===== src/rtl/spi_flash_reader.sv =====
// rtl/spi_flash_reader.sv - SPI flash READ command sequencer feeding a byte-level PHY
module spi_flash_reader #(
    parameter logic [7:0] CMD_READ  = 8'h03,
    parameter logic [7:0] DUMMY_OUT = 8'hFF,
    parameter int         LEN_W     = 16,
    parameter int         CS_GAP    = 4
) (
    input  logic             i_clk,
    input  logic             i_rst_n,
    input  logic             i_req,
    input  logic [23:0]      i_addr,
    input  logic [LEN_W-1:0] i_len,
    output logic             o_busy,
    output logic [7:0]       o_data,
    output logic             o_valid,
    input  logic             i_ready,
    output logic             o_done,
    output logic             o_phy_cs,
    output logic             o_phy_wr,
    output logic [7:0]       o_phy_data,
    input  logic             i_phy_busy,
    input  logic             i_phy_rdy,
    input  logic [7:0]       i_phy_data
);

    localparam int GAP_W = (CS_GAP < 2) ? 1 : $clog2(CS_GAP);

    typedef enum logic [2:0] {
        S_IDLE,
        S_CMD,
        S_ADDR,
        S_DATA,
        S_END,
        S_GAP
    } state_t;

    state_t           r_state;
    logic [23:0]      r_addr;
    logic [LEN_W-1:0] r_rem;
    logic [1:0]       r_acnt;
    logic [GAP_W-1:0] r_gap;
    logic             r_pend;
    logic             r_busy;
    logic             r_valid;
    logic             r_done;
    logic             r_cs;
    logic             r_phy_wr;
    logic [7:0]       r_data;
    logic [7:0]       r_phy_data;

    logic       w_issue;
    logic       w_xfer;
    logic       w_accept;
    logic [7:0] w_addr_byte;

    // r_pend marks the single exchange in flight; stray PHY ready pulses are dropped
    assign w_issue  = !r_pend && !i_phy_busy;
    assign w_xfer   = r_pend && i_phy_rdy;
    assign w_accept = r_valid && i_ready;

    always_comb begin
        w_addr_byte = r_addr[7:0];
        case (r_acnt)
            2'd0:    w_addr_byte = r_addr[23:16];
            2'd1:    w_addr_byte = r_addr[15:8];
            default: w_addr_byte = r_addr[7:0];
        endcase
    end

    always_ff @(posedge i_clk or negedge i_rst_n) begin
        if (!i_rst_n) begin
            r_state    <= S_IDLE;
            r_addr     <= '0;
            r_rem      <= '0;
            r_acnt     <= '0;
            r_gap      <= '0;
            r_pend     <= 1'b0;
            r_busy     <= 1'b0;
            r_valid    <= 1'b0;
            r_done     <= 1'b0;
            r_cs       <= 1'b0;
            r_phy_wr   <= 1'b0;
            r_data     <= 8'h00;
            r_phy_data <= 8'h00;
        end else begin
            r_phy_wr <= 1'b0;
            r_done   <= 1'b0;
            if (w_accept) begin
                r_valid <= 1'b0;
            end
            case (r_state)
                S_IDLE: begin
                    if (i_req) begin
                        r_addr  <= i_addr;
                        r_rem   <= i_len;
                        r_busy  <= 1'b1;
                        r_cs    <= 1'b1;
                        r_state <= S_CMD;
                    end
                end
                S_CMD: begin
                    if (w_xfer) begin
                        r_pend  <= 1'b0;
                        r_acnt  <= 2'd0;
                        r_state <= S_ADDR;
                    end else if (w_issue) begin
                        r_phy_wr   <= 1'b1;
                        r_phy_data <= CMD_READ;
                        r_pend     <= 1'b1;
                    end
                end
                S_ADDR: begin
                    if (w_xfer) begin
                        r_pend <= 1'b0;
                        if (r_acnt == 2'd2) begin
                            r_state <= (r_rem == '0) ? S_END : S_DATA;
                        end else begin
                            r_acnt <= r_acnt + 2'd1;
                        end
                    end else if (w_issue) begin
                        r_phy_wr   <= 1'b1;
                        r_phy_data <= w_addr_byte;
                        r_pend     <= 1'b1;
                    end
                end
                S_DATA: begin
                    // a full output register stalls the wire; CS stays asserted
                    if (w_xfer) begin
                        r_pend  <= 1'b0;
                        r_data  <= i_phy_data;
                        r_valid <= 1'b1;
                        r_rem   <= r_rem - 1'b1;
                    end else if (r_rem == '0 && !r_valid && !r_pend) begin
                        r_state <= S_END;
                    end else if (r_rem != '0 && !r_valid && w_issue) begin
                        r_phy_wr   <= 1'b1;
                        r_phy_data <= DUMMY_OUT;
                        r_pend     <= 1'b1;
                    end
                end
                S_END: begin
                    r_cs    <= 1'b0;
                    r_done  <= 1'b1;
                    r_gap   <= '0;
                    r_state <= S_GAP;
                end
                S_GAP: begin
                    if (r_gap == GAP_W'(CS_GAP - 1)) begin
                        r_busy  <= 1'b0;
                        r_state <= S_IDLE;
                    end else begin
                        r_gap <= r_gap + 1'b1;
                    end
                end
                default: r_state <= S_IDLE;
            endcase
        end
    end

    assign o_busy     = r_busy;
    assign o_data     = r_data;
    assign o_valid    = r_valid;
    assign o_done     = r_done;
    assign o_phy_cs   = r_cs;
    assign o_phy_wr   = r_phy_wr;
    assign o_phy_data = r_phy_data;

endmodule


===== config.mk =====
export PLATFORM = sky130hd
export DESIGN_NAME = spi_flash_reader
export DESIGN_NICKNAME = d
export VERILOG_FILES = /design/src/rtl/spi_flash_reader.sv
export SDC_FILE = /design/constraint.sdc
export NUM_CORES = 1
export LEC_CHECK = 0
export CORE_AREA = 2 2 77 79
export DETAILED_ROUTE_END_ITERATION = 16
export DIE_AREA = 0 0 79 81
export DONT_BUFFER_PORTS = 1
export HOLD_SLACK_MARGIN = 0.06
export PLACE_DENSITY = 0.79
export SETUP_SLACK_MARGIN = 0.15
export SYNTH_ARGS = -nofsm -noshare
export SYNTH_HDL_FRONTEND = slang
export SYNTH_SLANG_ARGS = --single-unit

===== constraint.sdc =====
create_clock -name i_clk -period 2.3 [get_ports i_clk]
set_input_delay 0.46 -clock i_clk [delete_from_list [all_inputs] [get_ports i_clk]]
set_output_delay 0.46 -clock i_clk [all_outputs]
set_load 0.1 [all_outputs]

## Word-level counts from Yosys, hierarchy flattened

Cells that the tools add are included.
Widths: inputs -> output; s select.

| storage, ports and cells | value |
|---|---|
| output and inout bits | 21 |
| register bits after elaboration | 69 |
| input bits | 54 |
| logic and storage cells | 122 |

| cells by class | value |
|---|---|
| equality and inequality tests | 27 |
| add/subtract/negate cells | 3 |
| muxes and demuxes | 47 |
| reduce and logical (&&, ||, !) cells | 32 |

Operator list:

| operator | number |
|---|---|
| $mux 8 | 7 |
| $mux 16 | 2 |
| $ne 2x2->1 const B | 16 |
| $pmux 16 s2 | 1 |
| $mux 3 | 8 |
| $pmux 8 s3 | 1 |
| $pmux 3 s6 | 1 |
| $logic_not 16->1 | 1 |
| $mux 1 | 16 |
| $pmux 8 s2 | 1 |
| $reduce_bool 16->1 | 1 |
| $sub 16x1->16 const B | 1 |
| $reduce_bool 2->1 | 6 |
| $mux 2 | 4 |
| $pmux 1 s2 | 4 |
| $pmux 2 s2 | 2 |
| $reduce_and 2->1 | 4 |
| $reduce_and 4->1 | 2 |
| $reduce_and 8->1 | 1 |
| $logic_and 1x1->1 | 7 |
| $reduce_and 7->1 | 1 |
| $eq 3x2->1 const B | 2 |
| $eq 3x3->1 const B | 2 |
| $ne 3x3->1 const B | 2 |
| other kinds (11) | 16 |

## Logic depth before layout (Yosys ltp)

Gate-level depths: netlist (run 1).

| depth | value |
|---|---|
| word-level depth | 7 |
| gate-level depth with buffers | 7 |
| gate-level depth less buffers | 6 |

## Worst setup path after synthesis (run 1)

OpenSTA, ideal clock, no wires.

| timing | value |
|---|---|
| kind | register to register |
| start | reg r_valid, in the netlist o_valid |
| end | reg r_phy_data[0], in the netlist o_phy_data[0] |
| data required time | 2.221 ns |
| stages on the path, launching flop included | 5 |
| arrival time | 1.902 ns |
| setup time | 0.079 ns |
| clock period less this slack | 1.981 ns |
| path buffers | 1 |
| slack | 0.319 ns |
| cell sequence | dfrtp_1 > or4_1 > o21ba_1 > buf_6 > a2bb2oi_1 |

| between the ends | value |
|---|---|
| cells in the longest elaborated chain, start to end | 5 |
| elaborated cells between the ends (all ways) | 8 |
| those cells by class | 2 x eq/ne; 6 x reduce/logical |

RTL lines:

| item | line | text |
|---|---|---|
| start, declared | 44 | `logic r_valid;` |
| start signal, assigned | 79 | `r_valid <= 1'b0;` |
| start signal, assigned | 89 | `r_valid <= 1'b0;` |
| start signal, assigned | 131 | `r_valid <= 1'b1;` |
| $logic_not 1->1 (*) | 133, 135 |  |
| $logic_and 1x1->1, on equally long branches (2 in series) | 135, 133 |  |
| $ne 2x2->1 (no line) | - |  |
| $reduce_and 8->1 (no line) (*) | - |  |
| end signal, assigned | 122 | `r_phy_data <= w_addr_byte;` |
| end, declared | 49 | `logic [7:0] r_phy_data;` |

Mark *: on every way between the ends. The rest lies on a longest branch, timed or not.
A chain may end at the register's enable or synchronous reset.

## Final worst setup path (run 1)

| timing | value |
|---|---|
| start | reg r_rem[10] |
| end | reg r_phy_data[4], in the netlist o_phy_data[4] |

| between the ends | value |
|---|---|
| cells in the longest elaborated chain, start to end | 5 |
| elaborated cells between the ends (all ways) | 9 |
| those cells by class | 2 x eq/ne; 7 x reduce/logical |

RTL lines:

| item | line | text |
|---|---|---|
| start, declared | 39 | `logic [LEN_W-1:0] r_rem;` |
| start signal, assigned | 95 | `r_rem <= i_len;` |
| start signal, assigned | 132 | `r_rem <= r_rem - 1'b1;` |
| $reduce_bool 16->1 / $logic_not 16->1 (equally long branches) | 135, 133 |  |
| $logic_and 1x1->1, on equally long branches (2 in series) | 135, 133 |  |
| $ne 2x2->1 (no line) | - |  |
| $reduce_and 8->1 (no line) (*) | - |  |

Marks and branches as above.

==> flow_summary.json, run 1 <==
{
  "run_status": "complete, no violations",
  "clock_sink_count": 69,
  "final_hold_viol_count": 0,
  "detailroute.via_count": 2553,
  "required_ns": 2.52,
  "worst_path_max_delay_cell": "or4_4",
  "pwr_density_cell_mw_per_mm2": 1330,
  "cts_tree": "yes",
  "detail_route.vias_per_cell": 6.15,
  "worst-slew-pin-transition_ns": 0.940,
  "grt_setup_unrepaired": "false",
  "synth.cell_area_mm2": 0.00340,
  "max-vdd-ir-drop_mv": 0.832,
  "synth_fp_nets": 380,
  "power.net_switching_w": 0.00211,
  "grt_overflow": 0,
  "holdCritPathClass": "in -> reg",
  "dp.final_hpwl_um": 5050,
  "maxSlewViolCount": 0,
  "area_growth_syn_to_layout_pct": 13.1,
  "synth_ff_type": "dfrtp_1",
  "post_synthesis_sequential_area_ratio_pct": 50.8,
  "power.combinational.fraction_pct": 27.5,
  "stdcell_count": 415,
  "arrival_time_of_data_at_the_critical_path_endpoint_ns": 2.28,
  "clk_pin_slew_worst_paths_ns": 0.08,
  "grt_pass1_wl_um": 12500,
  "initial_utilization_pct": 59.9,
  "max-cap-violations": 0,
  "synth_edf_count": 0,
  "grtUsageTotal_pct": 25.3,
  "cp_cell_sequence": "or4_4 -> or3_1 -> o21ba_1 -> a221o_1",
  "numCtsBuffers": 9,
  "rows": 28,
  "commonest_cells_after_routing_fill_and_taps_aside": "68 x dfrtp_1, 34 x mux2_2, 29 x nand2_1, 22 x o21ai_0, 21 x a21oi_1",
  "clockPowerShare_pct": 23.4,
  "post_layout_minimum_cycle_time_ns": 2.06,
  "core_region_area_mm2": 0.00568,
  "ys.warnings.count": 0,
  "setup.worst_path.start_class": "flip-flop",
  "grt_start_max_net_pins": 70,
  "critical_path.endpoint_type": "flip-flop",
  "placement.io_buffers": 0,
  "drtIter0Drc": 205,
  "drc": 0,
  "die_y_um": 81,
  "leakage_nw": 1.65,
  "antenna_cells_inserted": 0,
  "preCtsSetupSlack_ns": 0.274,
  "cts_h_tree_lvls": 3,
  "final_antenna_net_count": 0,
  "fraction_of_synthesis_flops_using_an_asynchronous_set_or_reset_pin_pct": 100,
  "wirelength_um": 7460,
  "power_report.internal_total_w": 0.00301,
  "fin_crit_sh_pct": 89.7,
  "syn-instance-count": 321,
  "clock_path_buffers": 2,
  "post-place-cells": 397,
  "flip_flop_and_latch_count_after_synthesis": 69,
  "setup-violations-final": 0,
  "antenna_found_initial": 0,
  "ratio_of_cells_with_drive_above_1_in_the_final_layout_pct": 22.6,
  "worstPathBufferInverterCount": 0,
  "sequential_share_of_power_pct": 49.1,
  "worstSetupPathType": "reg -> reg",
  "place_congestion": 0.881,
  "switching_share_pct": 41.2,
  "chipWidth_um": 79,
  "drt_pre_antenna_iters": 5,
  "mostFrequentLayoutCell": "dfrtp_1",
  "worst_skew_pair.late_latency_ns": 0.34,
  "via_count_of_the_first_global_routing_pass": 2569,
  "clock_skew_ns": 0.0139,
  "ys_types": 52,
  "post_synth.cell_area_avg_um2": 10.6,
  "design.portCount": 75,
  "clockRootBuffer": "clkbuf_8",
  "design.final.nets": 394,
  "cp_max_fo": 8,
  "critical_path.max_stage_delay_ns": 0.55,
  "crit_family": "simple AND/OR/NAND/NOR gates",
  "relSlewSlack_pct": 37.3,
  "fin_ws_ns": 0.237,
  "avgRoutedWirePerCell_um": 18.0,
  "peak_clock_frequency_supported_by_timing_ghz": 0.485,
  "fp.dieArea_mm2": 0.00640,
  "tns_ns": 0
}
## layer usage
| metal | share of wire (%) | track usage, % | routed length [um] |
|---|---|---|---|
| met1 | 44 | 33.5 | 3250 |
| met2 | 48 | 39.7 | 3570 |
| met3 | 6.8 | 8.11 | 506 |
| met4 | 1.8 | 8.28 | 134 |
| met5 | 0 | 0 | 0 |
## worst register-to-register path, delay by kind of cell, from the launching register on
| kind | cells | cell delay [ns] |
|---|---|---|
| and+or+nand+nor | 2 | 0.90 |
| AOI/OAI and AO/OA | 2 | 0.59 |
| DFF | 1 | 0.45 |
## synthesized netlist by cell type (3+ instances only)
| cell type | count | area, um2 |
|---|---|---|
| a21oi_1 | 21 | 105 |
| a221o_1 | 6 | 60.1 |
| a22o_1 | 4 | 35.0 |
| a22oi_1 | 9 | 67.6 |
| a2bb2oi_1 | 7 | 61.3 |
| and2_1 | 3 | 18.8 |
| buf_2 | 5 | 25.0 |
| clkbuf_1 | 12 | 45.0 |
| dfrtp_1 | 69 | 1730 |
| ha_1 | 5 | 62.6 |
| inv_1 | 8 | 30.0 |
| mux2_2 | 34 | 383 |
| nand2_1 | 29 | 109 |
| nand2b_1 | 5 | 31.3 |
| nand3_1 | 6 | 30.0 |
| nand4_1 | 3 | 18.8 |
| nor2_1 | 17 | 63.8 |
| nor2b_1 | 3 | 18.8 |
| nor3_1 | 6 | 30.0 |
| o211ai_1 | 4 | 30.0 |
| o21ai_0 | 22 | 110 |
| o22ai_1 | 7 | 43.8 |
## worst paths after layout
| kind | from | to | slack [ns] | cells past startpoint |
|---|---|---|---|---|
| worst min register to register | r_addr[8]$_DFFE_PN0P_ | r_addr[8]$_DFFE_PN0P_ | 0.51 | 1 |
| worst max-delay path | r_rem[10]$_DFFE_PN0P_ | o_phy_data[4]$_DFFE_PN0P_ | 0.24 | 4 |
| worst min-delay path | i_ready | o_valid$_DFF_PN0_ | 0.22 | 1 |
| worst max register to register | r_rem[10]$_DFFE_PN0P_ | o_phy_data[4]$_DFFE_PN0P_ | 0.24 | 4 |
| min in group asynchronous | i_rst_n | r_gap[1]$_DFFE_PN0P_ | 0.65 | 2 |
| max in group asynchronous | i_rst_n | o_phy_data[1]$_DFFE_PN0P_ | 1.35 | 2 |
## kinds of logic (layout without fill, tap and decap cells)
family,Yosys count,after routing,share of synthesized area [%]
buffers and inverters,27,46,3.39
adder cells (fa/ha/maj),5,5,1.84
AND/OR/NAND/NOR,89,89,13.4
flip-flops,69,69,50.8
multiplexers,34,34,11.3
AO/OA/AOI/OAI,97,97,19.3
## cell type report
cell class	count	area [um2]
Timing Repair Buffer	22	188
Tap cell	75	93.8
Sequential cell	69	1730
Clock inverter	4	95.1
Multi-Input combinational cell	225	1560
Fill cell	438	1830
Inverter	8	30.0
Clock buffer	12	145
## through the flow
step	hold WS, ns	utilization, %	area (um2)	total power (W)
CTS	0.212	67.7	3840	0.00514
global route	0.202	67.7	3840	0.00541
detailed placement	0.166	62.8	3560	0.00390
global placement	0.167	62.8	3560	0.00382
floorplan	0.164	-	3400	0.00353
finish	0.220	67.7	3840	0.00513
## state kept, by name, indices dropped and copies added (netlist names)
signal,cells
o_busy,1
o_data,8
o_done,1
o_phy_cs,1
o_phy_data,8
o_phy_wr,1
o_valid,1
r_acnt,2
r_addr,24
r_gap,2
r_pend,1
r_rem,16
r_state,3
## power groups by stage
stage / sequential (W) / clock [W] / combinational, W
after floorplan: 0.00258 / 0 / 0.000959
after global placement: 0.00250 / 0 / 0.00132
after detailed placement: 0.00253 / 0 / 0.00137
after CTS: 0.00251 / 0.00121 / 0.00142
after global routing: 0.00257 / 0.00127 / 0.00157
final: 0.00252 / 0.00120 / 0.00141
## what timing repair did
item	4_1_cts	5_1_grt
hold buffers	2	0
buffers inserted	0	0
endpoints found under the hold margin	69	0
resized for setup	0	1
endpoints found under the setup margin	0	2
Power figures use the tool's default switching activity.
==> inputs of run 2 (changes only) <==
Settings changed: CORE_AREA 2 2 77 79 to 2 2 71 86, DIE_AREA 0 0 79 81 to 0 0 73 88.
==> run 2 against run 1 <==
Net effect:
- via count is 2.6% higher
- hold slack got worse by 0.018 ns
- critical endpoint is now o_phy_data[3]$_DFFE_PN0P_
- clock power shrank 8%
- power is 1.9% lower
- count of clock-buffer cells in the layout decreased by 3
==> flow_summary.json, run 2 (synthesized netlist as in run 1, its figures left out) <==
{
  "cts_h_tree_lvls": 3,
  "area_growth_syn_to_layout_pct": 12.1,
  "numCtsBuffers": 9,
  "clk_pin_slew_worst_paths_ns": 0.07,
  "final_antenna_net_count": 0,
  "avgRoutedWirePerCell_um": 18.4,
  "fin_crit_sh_pct": 89.8,
  "largest_registers": "r_addr x24, r_rem x16",
  "pwr_density_cell_mw_per_mm2": 1320,
  "relSlewSlack_pct": 37.2,
  "drtIter0Drc": 202,
  "dp.final_hpwl_um": 5030,
  "cts.repair_timing.setup_buffer_count": 0,
  "hold_depth": 1,
  "max-cap-violations": 0,
  "run_status": "complete, no violations",
  "via_count_of_the_first_global_routing_pass": 2522,
  "mostFrequentLayoutCell": "dfrtp_1",
  "leakage_nw": 1.64,
  "timing.reg2reg.worst_path_depth": 4,
  "antenna_cells_inserted": 0,
  "tns_ns": 0,
  "design.final.nets": 394,
  "layout.filler_cells": 413,
  "required_ns": 2.53,
  "wirelength_um": 7450,
  "post_cts_resize_count": 0,
  "grt_pass1_wl_um": 12100,
  "grt_overflow": 0,
  "power_report.internal_total_w": 0.00288,
  "sequential_share_of_power_pct": 49.8,
  "clock_skew_ns": 0.0104,
  "clockRootBuffer": "clkbuf_8",
  "chipWidth_um": 73,
  "r2r_end": "o_phy_data[3]$_DFFE_PN0P_",
  "grt_start_max_net_pins": 70,
  "core_region_area_mm2": 0.00559,
  "power.combinational.fraction_pct": 28.3,
  "clock_sink_count": 69,
  "largest_register_ff_count": 24,
  "critical_path.startpoint": "r_rem[11]$_DFFE_PN0P_",
  "cp_max_fo": 8,
  "place_congestion": 0.905,
  "grt_setup_unrepaired": "false",
  "post_layout_minimum_cycle_time_ns": 2.07,
  "drc": 0,
  "max-vdd-ir-drop_mv": 0.994,
  "switching_share_pct": 42.8,
  "clock_path_buffers": 2,
  "drt_pre_antenna_iters": 5,
  "commonest_cells_after_routing_fill_and_taps_aside": "69 x dfrtp_1, 34 x mux2_2, 29 x nand2_1, 22 x o21ai_0, 21 x a21oi_1",
  "r2r-start": "r_rem[11]$_DFFE_PN0P_",
  "maxSlewViolCount": 0,
  "initial_utilization_pct": 60.8,
  "peak_clock_frequency_supported_by_timing_ghz": 0.484,
  "timing.critical_path.to": "o_phy_data[3]$_DFFE_PN0P_",
  "holdCritPathClass": "in -> reg",
  "design.portCount": 75,
  "worst_skew_pair.late_latency_ns": 0.35,
  "die_y_um": 88,
  "setup-violations-final": 0,
  "clockPowerShare_pct": 22.0,
  "power.net_switching_w": 0.00215,
  "detailroute.via_count": 2619,
  "placement.io_buffers": 0,
  "grtUsageTotal_pct": 24.8,
  "setup.worst_path.start_class": "flip-flop",
  "arrival_time_of_data_at_the_critical_path_endpoint_ns": 2.30,
  "fin_util_pct": 68.1,
  "critical_path.endpoint_type": "flip-flop",
  "fp.dieArea_mm2": 0.00642,
  "reg2reg_slack_ns": 0.23,
  "cts_tree": "yes",
  "worst-slew-pin-transition_ns": 0.942,
  "registers.top_by_ff_count": "r_addr",
  "worstSetupPathType": "reg -> reg",
  "antenna_found_initial": 0,
  "ratio_of_cells_with_drive_above_1_in_the_final_layout_pct": 22.9,
  "final_hold_viol_count": 0,
  "rows": 30,
  "detail_route.vias_per_cell": 6.48
}
[run 2: cell count changes in the layout (fill, tap and decap cells not counted)]
| cell | before | now |
|---|---|---|
| bufinv_16 | 3 | 2 |
| clkbuf_1 | 2 | 0 |
| clkbuf_8 | 10 | 9 |
| clkinv_4 | 0 | 2 |
| clkinvlp_4 | 0 | 1 |
| dfrtp_1 | 68 | 69 |
| dfrtp_2 | 1 | 0 |
| inv_6 | 0 | 1 |
[run 2: power by group through the flow]
stage,sequential [W],clock (W),combinational [W]
after floorplan,0.00258,0,0.000959
after global placement,0.00250,0,0.00134
after detailed placement,0.00252,0,0.00138
after CTS,0.00250,0.00113,0.00143
after global routing,0.00255,0.00118,0.00157
final,0.00250,0.00110,0.00142
[run 2: layout make-up]
class	instances	area, um2	share of cell area, %
sequential	69	1730	45.3
multi-input combinational	225	1560	41.0
timing repair buffer	22	188	4.92
clock buffer	9	124	3.25
clock inverter	7	98.8	2.59
tap	64	80.1	2.10
inverter	8	30.0	0.788
[run 2: worst min path at each step]
stage	startpoint	endpoint	slack (ns)
finish	i_ready	o_valid$_DFF_PN0_	0.20
global route	i_ready	o_valid$_DFF_PN0_	0.18
CTS	i_ready	o_valid$_DFF_PN0_	0.19
detailed placement	i_rst_n	r_rem[9]$_DFFE_PN0P_	0.17
global placement	i_rst_n	r_rem[9]$_DFFE_PN0P_	0.17
floorplan	i_rst_n	o_busy$_DFFE_PN0P_	0.16
[run 2: through the flow]
stage                     power [W]  setup slack (ns)  area, um2  hold WS [ns]  instances
final                       0.00503             0.235       3810         0.202        404
after floorplan             0.00353             0.319       3400         0.164        321
after detailed placement    0.00390             0.272       3550         0.166        386
after CTS                   0.00505             0.255       3810         0.191        404
after global routing        0.00530             0.150       3810         0.180        404
after global placement      0.00384             0.308       3550         0.166        386
[run 2: what timing repair did]
action / CTS / global route
hold buffers: 2 / 0
setup endpoints to repair: 0 / 0
hold endpoints to repair: 69 / 0
[run 2: critical path: stages (launching register included)]
cell	delay, ns
dfrtp_1	0.43
or4_4	0.57
or3_1	0.34
o21ba_1	0.30
a221o_1	0.31
[run 2: routing by layer]
metal  global-route usage, %  wire [um]  up-vias
li1                        -          -     1224
met1                    30.2       3050     1303
met2                    40.5       3760       82
met3                    8.63        528       10
met4                    9.09        107        0
met5                       0          0        -
==> inputs of run 3 (changes only) <==
Settings changed: ABC_AREA from default to 1, CORE_AREA 2 2 71 86 to 2 2 72 87, DIE_AREA 0 0 73 88 to 0 0 74 89.
==> run 3 against run 2 <==
Net effect:
- non-clock buffer count fell by 5
- global-route usage fell by 0.47 points
- design area rose by 1.9%
- core utilization rose by 0.40 points
- hold slack improved by 0.0035 ns
- sequential power rose by 5%
- flip-flop and latch count did not move
- clock skew fell by 0.00070 ns
- critical path depth rose by 3
- setup slack improved by 0.23 ns
- largest cell class unchanged
==> flow_summary.json, run 3 <==
{
  "crit_family": "simple AND/OR/NAND/NOR gates",
  "tns_ns": 0,
  "cts_h_tree_lvls": 3,
  "peak_clock_frequency_supported_by_timing_ghz": 0.544,
  "synth_edf_count": 0,
  "cp_cell_sequence": "nand2_1 -> nor2_4 -> nand2_2 -> nand2_4 -> inv_2 -> a21oi_1 -> o21ai_0",
  "numCtsBuffers": 9,
  "leakage_nw": 1.96,
  "dp.final_hpwl_um": 5210,
  "most_repeated_cell_in_the_gate_level_netlist_after_synthesis": "nand2_1",
  "synth_largest_type_area_fraction_pct": 48.9,
  "detailroute.via_count": 2953,
  "run_status": "complete, no violations",
  "ratio_of_cells_with_drive_above_1_in_the_final_layout_pct": 12.0,
  "final_antenna_net_count": 0,
  "placement.io_buffers": 0,
  "design.final.nets": 522,
  "syn-instance-count": 447,
  "required_ns": 2.53,
  "cts_tree": "yes",
  "synth_fp_nets": 506,
  "via_count_of_the_first_global_routing_pass": 2796,
  "flip_flop_and_latch_count_after_synthesis": 69,
  "synth.cell_area_mm2": 0.00353,
  "fp.dieArea_mm2": 0.00659,
  "power_report.internal_total_w": 0.00305,
  "grt_setup_unrepaired": "false",
  "rows": 30,
  "relSlewSlack_pct": 39.9,
  "fin_crit_sh_pct": 79.9,
  "post_synthesis_sequential_area_ratio_pct": 48.9,
  "antenna_cells_inserted": 0,
  "ys_types": 29,
  "clockPowerShare_pct": 13.7,
  "design.portCount": 75,
  "drc": 0,
  "cp_max_fo": 23,
  "largest_register_ff_count": 24,
  "registers.top_by_ff_count": "r_addr",
  "max-vdd-ir-drop_mv": 1.36,
  "arrival_time_of_data_at_the_critical_path_endpoint_ns": 2.07,
  "drt_pre_antenna_iters": 5,
  "core_region_area_mm2": 0.00567,
  "post_synth.cell_area_avg_um2": 7.90,
  "critical_path.endpoint_type": "flip-flop",
  "power.combinational.fraction_pct": 45.9,
  "clock_skew_ns": 0.00969,
  "grtUsageTotal_pct": 24.3,
  "area_growth_syn_to_layout_pct": 10.1,
  "setup.worst_path.start_class": "flip-flop",
  "power.net_switching_w": 0.00345,
  "chipWidth_um": 74,
  "fin_ws_ns": 0.462,
  "clock_sink_count": 69,
  "setup-violations-final": 0,
  "initial_utilization_pct": 62.3,
  "switching_share_pct": 53.1,
  "ys.warnings.count": 0,
  "synthDominantAreaCellType": "dfrtp_1",
  "post_layout_minimum_cycle_time_ns": 1.84,
  "largest_registers": "r_addr x24, r_rem x16",
  "preCtsSetupSlack_ns": 0.342,
  "grt_pass1_wl_um": 12200,
  "detail_route.vias_per_cell": 5.39,
  "grt_start_max_net_pins": 70,
  "clk_pin_slew_worst_paths_ns": 0.08,
  "antenna_found_initial": 0,
  "place_congestion": 0.905,
  "holdCritPathClass": "in -> reg",
  "wirelength_um": 7440,
  "maxSlewViolCount": 0,
  "fin_util_pct": 68.5,
  "avgRoutedWirePerCell_um": 13.6,
  "final_hold_viol_count": 0,
  "synth_area_leaders": "dfrtp_1 49%, nand2_1 11%, nor2_1 7.3%, inv_1 5.5%, a21oi_1 5.0%",
  "cts.repair_timing.setup_buffer_count": 0,
  "fraction_of_synthesis_flops_using_an_asynchronous_set_or_reset_pin_pct": 100,
  "die_y_um": 89,
  "worstPathBufferInverterCount": 1,
  "grt_overflow": 0,
  "pwr_density_cell_mw_per_mm2": 1670,
  "worst_skew_pair.late_latency_ns": 0.35,
  "mostFrequentLayoutCell": "nand2_1",
  "clockRootBuffer": "clkbuf_8",
  "drtIter0Drc": 176,
  "critical_path.max_stage_delay_ns": 0.46,
  "synth_ff_type": "dfrtp_1",
  "commonest_cells_after_routing_fill_and_taps_aside": "101 x nand2_1, 69 x nor2_1, 69 x dfrtp_1, 52 x inv_1, 35 x a21oi_1",
  "max-cap-violations": 0,
  "worstSetupPathType": "reg -> reg",
  "synthTopCellsByCount": "101 x nand2_1, 69 x dfrtp_1, 69 x nor2_1",
  "sequential_share_of_power_pct": 40.4,
  "worst_path_max_delay_cell": "dfrtp_1",
  "worst-slew-pin-transition_ns": 0.902,
  "clock_path_buffers": 2
}
## run 3: changes by cell type in the layout (fill, tap and decap cells not counted), moves of 7 or more
| cell | before | now |
|---|---|---|
| a21oi_1 | 21 | 35 |
| a22oi_1 | 9 | 1 |
| a2bb2oi_1 | 7 | 0 |
| inv_1 | 8 | 52 |
| mux2_2 | 34 | 11 |
| nand2_1 | 29 | 101 |
| nand3_1 | 6 | 20 |
| nor2_1 | 17 | 69 |
| o21ai_0 | 22 | 31 |
## run 3: timing repair
item | 4_1_cts | 5_1_grt
endpoints found under the hold margin | 69 | 0
gates resized for setup | 0 | 1
hold buffers | 2 | 0
endpoints found under the setup margin | 0 | 3
## run 3: kinds of logic after synthesis
group	synth area share, %
and+or+nand+nor	23.4
xor gates and xnor gates	0.745
DFF	48.9
buffers and inverters	8.08
adders and majority gates	1.77
AOI/OAI and AO/OA	13.5
muxes	3.51
## run 3: final cells by class
| class | instances | area, um2 |
|---|---|---|
| Tap cell | 80 | 100 |
| Inverter | 56 | 210 |
| Clock inverter | 7 | 51.3 |
| Multi-Input combinational cell | 310 | 1520 |
| Timing Repair Buffer | 17 | 150 |
| Sequential cell | 69 | 1730 |
| Clock buffer | 9 | 124 |
| Fill cell | 468 | 1780 |
## run 3: per-layer routing
layer	up-vias	track usage [%]	wire length (um)
met5	-	0	0
met2	102	41.2	3650
met4	0	11.2	113
met1	1372	29.6	3100
li1	1466	-	-
met3	13	5.19	563
## run 3: power groups by stage
stage	Clock [W]	Combinational, W	Sequential (W)
floorplan	0	0.00186	0.00312
global placement	0	0.00284	0.00262
detailed placement	0	0.00293	0.00264
CTS	0.000902	0.00297	0.00262
global route	0.000952	0.00333	0.00269
finish	0.000892	0.00298	0.00262
## run 3: final timing paths
| kind | end | slack, ns | depth (start not counted) | start |
|---|---|---|---|---|
| setup / recovery | r_rem[12]$_DFFE_PN0P_ | 0.46 | 7 | r_state[0]$_DFFE_PN0P_ |
| hold / removal | o_valid$_DFF_PN0_ | 0.21 | 1 | i_ready |
| setup reg to reg | r_rem[12]$_DFFE_PN0P_ | 0.46 | 7 | r_state[0]$_DFFE_PN0P_ |
| hold reg to reg | o_phy_data[0]$_DFFE_PN0P_ | 0.48 | 2 | o_phy_data[0]$_DFFE_PN0P_ |
| max in group asynchronous | o_data[3]$_DFFE_PN0P_ | 1.37 | 2 | i_rst_n |
| min in group asynchronous | o_valid$_DFF_PN0_ | 0.67 | 2 | i_rst_n |
## run 3: worst register-to-register path: stages (launching register included)
cell and delay, ns:
dfrtp_1 0.46, nand2_1 0.12, nor2_4 0.23, nand2_2 0.26
nand2_4 0.29, inv_2 0.15, a21oi_1 0.14, o21ai_0 0.08
## run 3: metrics by stage
stage | cell area, um2 | total power, W | hold WS [ns] | instances
2_1_floorplan | 3530 | 0.00498 | 0.164 | 447
3_3_place_gp | 3670 | 0.00546 | 0.167 | 530
6_report | 3880 | 0.00649 | 0.206 | 548
3_5_place_dp | 3670 | 0.00556 | 0.166 | 530
4_1_cts | 3880 | 0.00650 | 0.194 | 548
5_1_grt | 3880 | 0.00697 | 0.214 | 548
